==> src/rtl/spi_pkg.sv <==
// Shared definitions for the SPI burst sequencer slice.
// Contents:
//   DATA_LENGTH_DEF - default SPI word width
//   spi_state_e     - burst FSM states (IDLE, SETUP, SHIFT, HOLD, GAP)
//   level_width()   - width of a FIFO occupancy counter able to hold 0..depth
package spi_pkg;

  localparam int DATA_LENGTH_DEF = 8;

  typedef enum logic [2:0] {
    IDLE  = 3'd0,
    SETUP = 3'd1,
    SHIFT = 3'd2,
    HOLD  = 3'd3,
    GAP   = 3'd4
  } spi_state_e;

  function automatic int level_width(input int depth);
    return $clog2(depth) + 1;
  endfunction

endpackage

==> src/rtl/spi_tx_fifo.sv <==
// Synchronous TX FIFO feeding the burst sequencer.
// Ports:
//   sys_clk, rst_n  - clock, asynchronous active-low reset (pointers/level cleared)
//   push, push_data - write request; ignored while full
//   pop             - read request; ignored while empty; head advances on the edge
//   head            - word at the read pointer (valid when !empty)
//   level           - occupancy 0..DEPTH
//   full, empty     - status flags derived from the registered level
// DEPTH must be a power of two so the pointers wrap naturally.
module spi_tx_fifo
  import spi_pkg::*;
#(
  parameter int W     = 8,
  parameter int DEPTH = 8,
  localparam int AW   = $clog2(DEPTH),
  localparam int LW   = level_width(DEPTH)
) (
  input  logic          sys_clk,
  input  logic          rst_n,
  input  logic          push,
  input  logic [W-1:0]  push_data,
  input  logic          pop,
  output logic [W-1:0]  head,
  output logic [LW-1:0] level,
  output logic          full,
  output logic          empty
);

  logic [W-1:0]  mem [DEPTH];
  logic [AW-1:0] wr_ptr;
  logic [AW-1:0] rd_ptr;
  logic          do_push;
  logic          do_pop;

  assign full    = (level == LW'(DEPTH));
  assign empty   = (level == '0);
  assign do_push = push && !full;
  assign do_pop  = pop && !empty;
  assign head    = mem[rd_ptr];

  always_ff @(posedge sys_clk or negedge rst_n) begin
    if (!rst_n) begin
      wr_ptr <= '0;
      rd_ptr <= '0;
      level  <= '0;
    end else begin
      if (do_push) wr_ptr <= wr_ptr + AW'(1);
      if (do_pop)  rd_ptr <= rd_ptr + AW'(1);
      // Simultaneous push and pop leaves the level unchanged.
      case ({do_push, do_pop})
        2'b10:   level <= level + LW'(1);
        2'b01:   level <= level - LW'(1);
        default: level <= level;
      endcase
    end
  end

  // Storage needs no reset: contents are only observable through valid pointers.
  always_ff @(posedge sys_clk) begin
    if (do_push) mem[wr_ptr] <= push_data;
  end

endmodule

==> src/rtl/spi_burst_sequencer.sv <==
// Burst sequencer in front of the SPI shift engine: buffers TX words and frames
// multi-word bursts with chip select so the engine shifts words back-to-back.
// Ports:
//   sys_clk, rst_n          - clock, asynchronous active-low reset
//   wr_valid/wr_data/wr_ready - TX word write port (push on wr_valid && wr_ready)
//   start, burst_len        - burst request; burst_len 0 means 256 words
//   busy, done              - burst in progress / 1-cycle pulse entering GAP
//   fifo_level              - TX FIFO occupancy
//   cs_n, eng_enable, eng_data_in - SPI engine side
//   underrun                - sticky abort flag (only with SPI_SEQ_UNDERRUN_EN)
//   state_dbg               - current FSM state
// Handshake: a word transfers on every sys_clk edge where wr_valid and wr_ready
// are both high; wr_ready depends only on registered state, wr_data must be
// stable while wr_valid is high.
// Build option: SPI_SEQ_UNDERRUN_EN - when defined an empty FIFO at a word
// boundary aborts the burst and sets underrun; otherwise shifting stalls
// (enable low, cs_n held low) until a word arrives.
module spi_burst_sequencer
  import spi_pkg::*;
#(
  parameter int DATA_LENGTH = DATA_LENGTH_DEF,
  parameter int FIFO_DEPTH  = 8,
  parameter int CS_SETUP    = 2,
  parameter int CS_HOLD     = 2,
  parameter int GAP_MIN     = 1,
  localparam int LW         = level_width(FIFO_DEPTH)
) (
  input  logic                   sys_clk,
  input  logic                   rst_n,
  input  logic                   wr_valid,
  input  logic [DATA_LENGTH-1:0] wr_data,
  output logic                   wr_ready,
  input  logic                   start,
  input  logic [7:0]             burst_len,
  output logic                   busy,
  output logic                   done,
  output logic [LW-1:0]          fifo_level,
  output logic                   cs_n,
  output logic                   eng_enable,
  output logic [DATA_LENGTH-1:0] eng_data_in,
  output logic                   underrun,
  output spi_state_e             state_dbg
);

  localparam int BW = $clog2(DATA_LENGTH);

  spi_state_e             state;
  logic [7:0]             phase_cnt;
  logic [BW-1:0]          bit_cnt;
  logic [8:0]             words_left;
  logic                   fifo_full;
  logic                   fifo_empty;
  logic [DATA_LENGTH-1:0] fifo_head;
  logic                   pop;
  logic                   last_bit;

  assign wr_ready  = !fifo_full;
  assign busy      = (state != IDLE);
  assign state_dbg = state;
  assign last_bit  = (bit_cnt == BW'(DATA_LENGTH - 1));

  spi_tx_fifo #(
    .W     (DATA_LENGTH),
    .DEPTH (FIFO_DEPTH)
  ) u_fifo (
    .sys_clk   (sys_clk),
    .rst_n     (rst_n),
    .push      (wr_valid),
    .push_data (wr_data),
    .pop       (pop),
    .head      (fifo_head),
    .level     (fifo_level),
    .full      (fifo_full),
    .empty     (fifo_empty)
  );

  // Pop exactly when the FSM below loads eng_data_in from the FIFO head.
  always_comb begin
    pop = 1'b0;
    case (state)
      SETUP:   pop = (phase_cnt == 8'(CS_SETUP - 1));
      // Enable low inside SHIFT means a stall waiting for the next word.
      SHIFT:   pop = eng_enable ? (last_bit && (words_left > 9'd1) && !fifo_empty)
                                : !fifo_empty;
      default: pop = 1'b0;
    endcase
  end

`ifdef SPI_SEQ_UNDERRUN_EN
  logic underrun_q;
  assign underrun = underrun_q;
`else
  assign underrun = 1'b0;
`endif

  always_ff @(posedge sys_clk or negedge rst_n) begin
    if (!rst_n) begin
      state       <= IDLE;
      phase_cnt   <= '0;
      bit_cnt     <= '0;
      words_left  <= '0;
      cs_n        <= 1'b1;
      eng_enable  <= 1'b0;
      eng_data_in <= '0;
      done        <= 1'b0;
`ifdef SPI_SEQ_UNDERRUN_EN
      underrun_q  <= 1'b0;
`endif
    end else begin
      done <= 1'b0;
      case (state)
        IDLE: begin
          if (start && !fifo_empty) begin
            words_left <= (burst_len == 8'd0) ? 9'd256 : {1'b0, burst_len};
            phase_cnt  <= '0;
            cs_n       <= 1'b0;
            state      <= SETUP;
`ifdef SPI_SEQ_UNDERRUN_EN
            underrun_q <= 1'b0;
`endif
          end
        end
        SETUP: begin
          if (phase_cnt == 8'(CS_SETUP - 1)) begin
            eng_data_in <= fifo_head;
            eng_enable  <= 1'b1;
            bit_cnt     <= '0;
            state       <= SHIFT;
          end else begin
            phase_cnt <= phase_cnt + 8'd1;
          end
        end
        SHIFT: begin
          if (eng_enable) begin
            if (last_bit) begin
              bit_cnt <= '0;
              // words_left counts the word currently shifting.
              if (words_left == 9'd1) begin
                eng_enable <= 1'b0;
                phase_cnt  <= '0;
                state      <= HOLD;
              end else if (!fifo_empty) begin
                eng_data_in <= fifo_head;
                words_left  <= words_left - 9'd1;
              end else begin
`ifdef SPI_SEQ_UNDERRUN_EN
                underrun_q <= 1'b1;
                eng_enable <= 1'b0;
                phase_cnt  <= '0;
                state      <= HOLD;
`else
                eng_enable <= 1'b0;
`endif
              end
            end else begin
              bit_cnt <= bit_cnt + BW'(1);
            end
          end else if (!fifo_empty) begin
            eng_data_in <= fifo_head;
            words_left  <= words_left - 9'd1;
            eng_enable  <= 1'b1;
          end
        end
        HOLD: begin
          if (phase_cnt == 8'(CS_HOLD - 1)) begin
            cs_n      <= 1'b1;
            done      <= 1'b1;
            phase_cnt <= '0;
            state     <= GAP;
          end else begin
            phase_cnt <= phase_cnt + 8'd1;
          end
        end
        GAP: begin
          if (phase_cnt == 8'(GAP_MIN - 1)) state <= IDLE;
          else phase_cnt <= phase_cnt + 8'd1;
        end
        default: state <= IDLE;
      endcase
    end
  end

endmodule

==> config.mk <==
export PLATFORM = sky130hd
export DESIGN_NAME = spi_burst_sequencer
export DESIGN_NICKNAME = d
export VERILOG_FILES = /design/src/rtl/spi_pkg.sv /design/src/rtl/spi_tx_fifo.sv /design/src/rtl/spi_burst_sequencer.sv
export SDC_FILE = /design/constraint.sdc
export NUM_CORES = 1
export LEC_CHECK = 0
export ABC_AREA = 1
export CAP_MARGIN = 20
export CORE_ASPECT_RATIO = 0.7
export CORE_MARGIN = 3
export CORE_UTILIZATION = 63
export DETAILED_ROUTE_END_ITERATION = 7
export PLACE_DENSITY = 0.85
export SLEW_MARGIN = 15
export SYNTH_ARGS = -nofsm -noshare
export SYNTH_HDL_FRONTEND = slang
export SYNTH_SLANG_ARGS = --single-unit
==> constraint.sdc <==
create_clock -name sys_clk -period 5.9 [get_ports sys_clk]
set_input_delay 1.18 -clock sys_clk [delete_from_list [all_inputs] [get_ports sys_clk]]
set_output_delay 1.18 -clock sys_clk [all_outputs]
set_load 0.05 [all_outputs]
==> impl_metrics.ini, run 1 <==
[outcome]
run_status = finished, final reports clean

[final_layout]
final_cells = 660
highest_count_cells_in_the_layout_ignoring_fill_and_taps = 138 x sky130_fd_sc_hd__nand2_1, 64 x sky130_fd_sc_hd__edfxtp_1, 55 x sky130_fd_sc_hd__nor2_1
num-nets-final = 590
drive_gt1_share_pct = 7.30
layout_commonest_cell = sky130_fd_sc_hd__nand2_1
n_antenna_cell = 0
final.fill_count = 476
layout-area-overhead-vs-synth_pct = 15.5

[route]
post-route-drc-count = 0
route.met3.wl_um = 1110
met1Wirelength_um = 5140
drt_pass1_iterations = 5
number_of_antenna_violating_nets_in_the_routed_design = 0
maxUsedRoutingLayer = met4
avgViaCountPerCell = 5.89
drt-initial-drc-count = 455
wl_per_cell_um = 17.3
met2WireLength_um = 4960
route.final.wire_length_um = 11400
route.vias.total = 3887

[placement]
gp_congestion = 0.863
place.port_buffers = 39
numPlacedInstances = 643
dpl_worst_slack_ps = 2880
dp_hpwl_um = 7940

[timing]
final.setup.tns_ps = 0
maxSlewHeadroom_pct = 41.6
timing_hold_violations_final = 0
post-route-min-period_ps = 3130
grt_setup_unrepaired = false
fin_skew_ps = 6.00
final-setup-viol-count = 0
final.setup.worst_slack_ps = 2770
fmaxAchievable_mhz = 319
layout_worst_path_cycle_share_pct = 53.1
pins_over_their_slew_limit = 0
max_slew.worst_pin.slew_ps = 875

[yosys]
synth-edff-count = 64
synth.net_count = 550
synth_top_area_share_pct = 37.6
ys_seq_area_share_pct = 59.2
yosys_register_bits = 108
ys_dominant_reg_cell = sky130_fd_sc_hd__edfxtp_1
synth_area_per_cell_um2 = 9.89
leading_cell_types_by_total_area_after_synthesis = sky130_fd_sc_hd__edfxtp_1 38%, sky130_fd_sc_hd__dfrtp_1 21%, sky130_fd_sc_hd__nand2_1 10%
post_synth_num_cell_types = 39
asyncSetResetFlopFracSynth_pct = 40.7
synthDominantAreaCellType = sky130_fd_sc_hd__edfxtp_1
mappedNetlistArea_um2 = 5110
synthesis.yosys.warnings = 0
synthesis.instances = 517

[clock_network]
cts_buf_count = 9
clkSinkCount = 108
clock_insertion_delay_worst_skew_ps = 340
post_cts.repair.setup_buffers = 0
clk_pin_slew_worst_paths_ps = 70
cts-resized-gates = 0
cts_hold_repair.buffers = 0
htree_num_levels = 3
clock-root-buffer = sky130_fd_sc_hd__clkbuf_16
tritoncts_clock_tree = yes
cts-root-to-sink-buffers = 2

[setup_path]
rr_worst_depth = 20
timing.critical_path.arrival_ps = 1950
critical_path.cell_chain = inv_1 -> nand2_1 -> nor2_1 -> inv_1 -> clkdlybuf4s50_1
cpMostUsedCell = sky130_fd_sc_hd__inv_1
critPathSlowestCell = sky130_fd_sc_hd__clkdlybuf4s50_1
timing.critical_path.slowest_cell_delay_ps = 790
startpoint_type = flop
worst_setup_path_end_kind = primary output
worst_ep_required_time_ps = 4720
timing_worst_setup_path_type = reg -> out
worstPathMaxFanout = 5

[die]
fp.dieH_um = 81.4
placeableCoreArea_um2 = 7580
floorplan.initialDensity_pct = 67.4
die_x_um = 114
boundaryPins = 41
rows = 26
die-area_um2 = 9250

[global_route]
grt_start_max_net_pins = 45
number_of_antenna_violations_at_the_first_check_in_global_routing = 0
wire_length_of_the_first_global_routing_pass_um = 18600
globalRouteTotalUtil_pct = 26.4
global_route.overflow_total = 0
grt_pass1_vias = 3636

[pwr]
ir_drop_mv = 0.375
powerDensity_nw_per_um2 = 543
cellLeakagePower_nw = 2.54

[flow_run]
drv.max_cap_violation_count = 0

[worst_hold_path]
hold_depth = 2
min_path_type = reg -> reg
==> cell families (layout without fill, tap and decap cells) <==
logic type | Yosys count | in the layout | synth area share, %
muxes | 16 | 16 | 3.13
adders and majority gates | 13 | 13 | 3.33
buffers and inverters | 54 | 99 | 4.50
other | 1 | 1 | 0.0734
and+or+nand+nor | 237 | 237 | 19.5
AOI/OAI and AO/OA | 78 | 78 | 8.57
xor gates and xnor gates | 10 | 10 | 1.71
DFF | 108 | 108 | 59.2
==> report_power, final <==
group / switching, mW / total (mW) / internal [mW]
registers: 0.139 / 1.13 / 0.992
clock network: 0.270 / 0.629 / 0.358
logic: 0.990 / 1.44 / 0.453
total: 1.40 / 3.20 / 1.80
==> worst max-delay path: cells and delay by family, from the launching register on <==
| kind | cells | cell delay, ps |
|---|---|---|
| DFF | 1 | 460 |
| and+or+nand+nor | 2 | 190 |
| buffers and inverters | 3 | 970 |
==> sequential cells by signal (all words and copies together) (netlist names) <==
register,flops
bit_cnt,3
cs_n,1
done,1
eng_data_in,8
eng_enable,1
phase_cnt,8
state_dbg,3
u_fifo.level,4
u_fifo.mem,64
u_fifo.rd_ptr,3
u_fifo.wr_ptr,3
words_left,9
==> through the flow <==
stage	util (%)	hold WS [ps]	instance area [um2]	power (mW)
finish	77.9	480	5900	3.20
CTS	77.6	485	5880	3.19
floorplan	-	462	5110	2.17
detailed placement	73.4	466	5570	2.56
global placement	73.4	467	5570	2.50
global route	77.9	503	5900	3.41
==> cell type report <==
type	instances	area [um2]	share of cell area, %
flip-flops and latches	108	3020	51.2
clock buffers	11	253	4.28
multi-input cells	355	1860	31.5
inverters	42	168	2.84
clock inverters	5	65.1	1.10
repair buffers	41	413	6.99
well taps	98	123	2.08
==> worst paths after layout <==
| kind | startpoint | slack, ps | to |
|---|---|---|---|
| worst min register to register | eng_data_in[5]$_DFFE_PN0P_ | 480 | eng_data_in[5]$_DFFE_PN0P_ |
| worst max-delay path | state_dbg[1]$_DFFE_PN0P_ | 2770 | busy |
| worst min-delay path | eng_data_in[5]$_DFFE_PN0P_ | 480 | eng_data_in[5]$_DFFE_PN0P_ |
| min in group asynchronous | rst_n | 720 | eng_data_in[1]$_DFFE_PN0P_ |
| worst max register to register | words_left[1]$_DFFE_PN0P_ | 3080 | u_fifo.level[3]$_DFFE_PN0P_ |
| max in group asynchronous | rst_n | 4630 | cs_n$_DFFE_PN1P_ |
==> routing by layer <==
layer	GRT usage, %	vias to the layer above
met5	0	-
met4	6.36	0
met3	6.85	30
met2	39.2	195
met1	39.3	1842
li1	-	1820
==> cell usage after synthesis (all sizes together), types with 3 or more instances <==
library cell and count:
edfxtp 64, nand2 145, o22ai 19, nand3 20, nor2 59, xor2 9
or2 3, ha 12, mux2i 16, buf 7, dfrtp 43, a21oi 11
clkbuf 5, o21ai 40, inv 41, nor3 9
No activity file was read; power rests on OpenSTA's default activity.
==> run 2, diff against run 1 <==
CORE_UTILIZATION = 58   (was 63)
PLACE_DENSITY = 0.8   (was 0.85)
clock period = 3.1 ns   (was 5.9 ns; I/O delays follow)
==> run 2 against run 1 <==
Against the previous run:
- clock power is 65% higher
- non-clock buffer count grew 8
- worst hold slack got worse by 320 ps
- cell count up 3.9%
- cell area rose by 0.68%
- global-route usage is 3.3 points lower
- critical path type is now reg -> reg
- highest routed layer unchanged
==> impl_metrics.ini, run 2 (synthesized netlist as in run 1, its figures left out) <==
[final_layout]
reg_top3 = u_fifo.mem x64, words_left x9
drive_gt1_share_pct = 8.95
layout-area-overhead-vs-synth_pct = 16.3
final.fill_count = 605
final_cells = 686
num-nets-final = 598
largest-register = u_fifo.mem
n_antenna_cell = 0
largest_register_ff_count = 64
layout_commonest_cell = sky130_fd_sc_hd__nand2_1
highest_count_cells_in_the_layout_ignoring_fill_and_taps = 137 x sky130_fd_sc_hd__nand2_1, 64 x sky130_fd_sc_hd__edfxtp_1, 55 x sky130_fd_sc_hd__nor2_1

[die]
floorplan.initialDensity_pct = 62.3
fp.dieH_um = 84.6
die-area_um2 = 10000
rows = 27
boundaryPins = 41
placeableCoreArea_um2 = 8210
die_x_um = 118

[clock_network]
clock_insertion_delay_worst_skew_ps = 340
clk_pin_slew_worst_paths_ps = 70
htree_num_levels = 3
post_cts.repair.setup_buffers = 0
cts_buf_count = 9
clkSinkCount = 108
cts-resized-gates = 0
cts_hold_repair.buffers = 0
tritoncts_clock_tree = yes
clock-root-buffer = sky130_fd_sc_hd__clkbuf_16
cts-root-to-sink-buffers = 2

[timing]
fmaxAchievable_mhz = 361
post-route-min-period_ps = 2770
final.setup.tns_ps = 0
maxSlewHeadroom_pct = 32.1
timing_hold_violations_final = 0
grt_setup_unrepaired = false
pins_over_their_slew_limit = 0
layout_worst_path_cycle_share_pct = 89.5
fin_skew_ps = 6.20
final-setup-viol-count = 0
max_slew.worst_pin.slew_ps = 1020

[pwr]
power_report.internal_total_mw = 3.32
cellLeakagePower_nw = 2.56
power.clock.fraction_pct = 17.4
power.switching_mw = 2.64
powerDensity_nw_per_um2 = 1000
power_frac_seq_pct = 36.2
ir_drop_mv = 0.635
switching_share_pct = 44.3
power.combinational.fraction_pct = 46.4

[placement]
numPlacedInstances = 669
dp_hpwl_um = 7370
gp_congestion = 0.871
place.port_buffers = 39

[route]
number_of_antenna_violating_nets_in_the_routed_design = 0
route.vias.total = 3784
route.final.wire_length_um = 10900
avgViaCountPerCell = 5.52
wl_per_cell_um = 15.9
drt-initial-drc-count = 474
post-route-drc-count = 0
drt_pass1_iterations = 5

[outcome]
run_status = finished, final reports clean

[global_route]
globalRouteTotalUtil_pct = 23.1
grt_pass1_vias = 3631
global_route.overflow_total = 0
grt_start_max_net_pins = 45
number_of_antenna_violations_at_the_first_check_in_global_routing = 0
wire_length_of_the_first_global_routing_pass_um = 18200

[setup_path]
worstPathMaxFanout = 5
timing_worst_setup_path_type = reg -> reg
worst_setup_path_end_kind = flop
startpoint_type = flop
worst_ep_required_time_ps = 3330
timing.critical_path.arrival_ps = 3000

[worst_hold_path]
min_path_type = in -> async

[flow_run]
drv.max_cap_violation_count = 0
## run 2: changes by cell type in the layout (fill, tap and decap cells not counted), sizes merged
cell      before  now
bufinv         1    0
inv           44   41
buf            3   11
clkinvlp       0    1
clkinv         2    7
clkbuf        11    9
## run 2: worst max-delay path: stages (launching register included)
cell	delay (ps)
sky130_fd_sc_hd__dfrtp_1	400
sky130_fd_sc_hd__inv_1	110
sky130_fd_sc_hd__ha_1	160
sky130_fd_sc_hd__nand2_1	60
sky130_fd_sc_hd__nor2_1	110
sky130_fd_sc_hd__nand2_1	130
sky130_fd_sc_hd__nand3_1	120
sky130_fd_sc_hd__nand2_1	70
sky130_fd_sc_hd__nand2_1	70
sky130_fd_sc_hd__nand2_1	100
sky130_fd_sc_hd__nand2_2	110
sky130_fd_sc_hd__inv_1	50
sky130_fd_sc_hd__ha_1	230
sky130_fd_sc_hd__ha_1	290
sky130_fd_sc_hd__nand2_1	70
sky130_fd_sc_hd__nand2_1	60
sky130_fd_sc_hd__a21oi_2	140
sky130_fd_sc_hd__nor2_1	60
sky130_fd_sc_hd__nor2_1	100
sky130_fd_sc_hd__nand2_1	70
sky130_fd_sc_hd__xor2_1	140
## run 2: per-layer routing
metal	part of all wire, %	global-route usage, %	vias up
met3	8.5	6.33	5
met1	46	34.0	1783
met4	0.52	5.11	0
li1	-	-	1840
met2	45	34.6	156
met5	0	0	-
## run 2: through the flow
step           worst slack [ps]  total power, mW  hold WS (ps)  cell area (um2)  util [%]
2_1_floorplan               465             4.13           324             5110         -
3_3_place_gp                528             4.81           469             5650      68.8
3_5_place_dp                323             4.90           465             5650      68.8
4_1_cts                     258             5.95           470             5920      72.1
5_1_grt                    27.5             6.38           169             5940      72.4
6_report                    326             5.96           158             5940      72.4
## run 2: path summary, 6_finish.rpt
| check | from | end | slack (ps) | depth (start not counted) |
|---|---|---|---|---|
| max | words_left[1]$_DFFE_PN0P_ | u_fifo.level[3]$_DFFE_PN0P_ | 330 | 20 |
| min | rst_n | words_left[8]$_DFFE_PN0P_ | 160 | 1 |
| max reg2reg | words_left[1]$_DFFE_PN0P_ | u_fifo.level[3]$_DFFE_PN0P_ | 330 | 20 |
| min reg2reg | eng_data_in[1]$_DFFE_PN0P_ | eng_data_in[1]$_DFFE_PN0P_ | 480 | 2 |
| max in group asynchronous | rst_n | cs_n$_DFFE_PN1P_ | 2390 | 2 |
| min in group sys_clk | eng_data_in[1]$_DFFE_PN0P_ | eng_data_in[1]$_DFFE_PN0P_ | 480 | 2 |
## run 2: cell type report
cell class / count / area (um2) / area share [%]
clock buffers: 9 / 225 / 3.79
clock inverters: 7 / 43.8 / 0.737
inverters: 42 / 168 / 2.82
multi-input cells: 355 / 1860 / 31.4
flip-flops and latches: 108 / 3020 / 50.9
well taps: 116 / 145 / 2.44
repair buffers: 49 / 473 / 7.96
## run 2: power groups by stage
stage | logic (mW) | clock network (mW) | registers [mW]
after floorplan | 1.68 | 0 | 2.45
after global placement | 2.64 | 0 | 2.16
after detailed placement | 2.73 | 0 | 2.17
after CTS | 2.74 | 1.05 | 2.15
after global routing | 3.06 | 1.12 | 2.21
final | 2.76 | 1.04 | 2.16
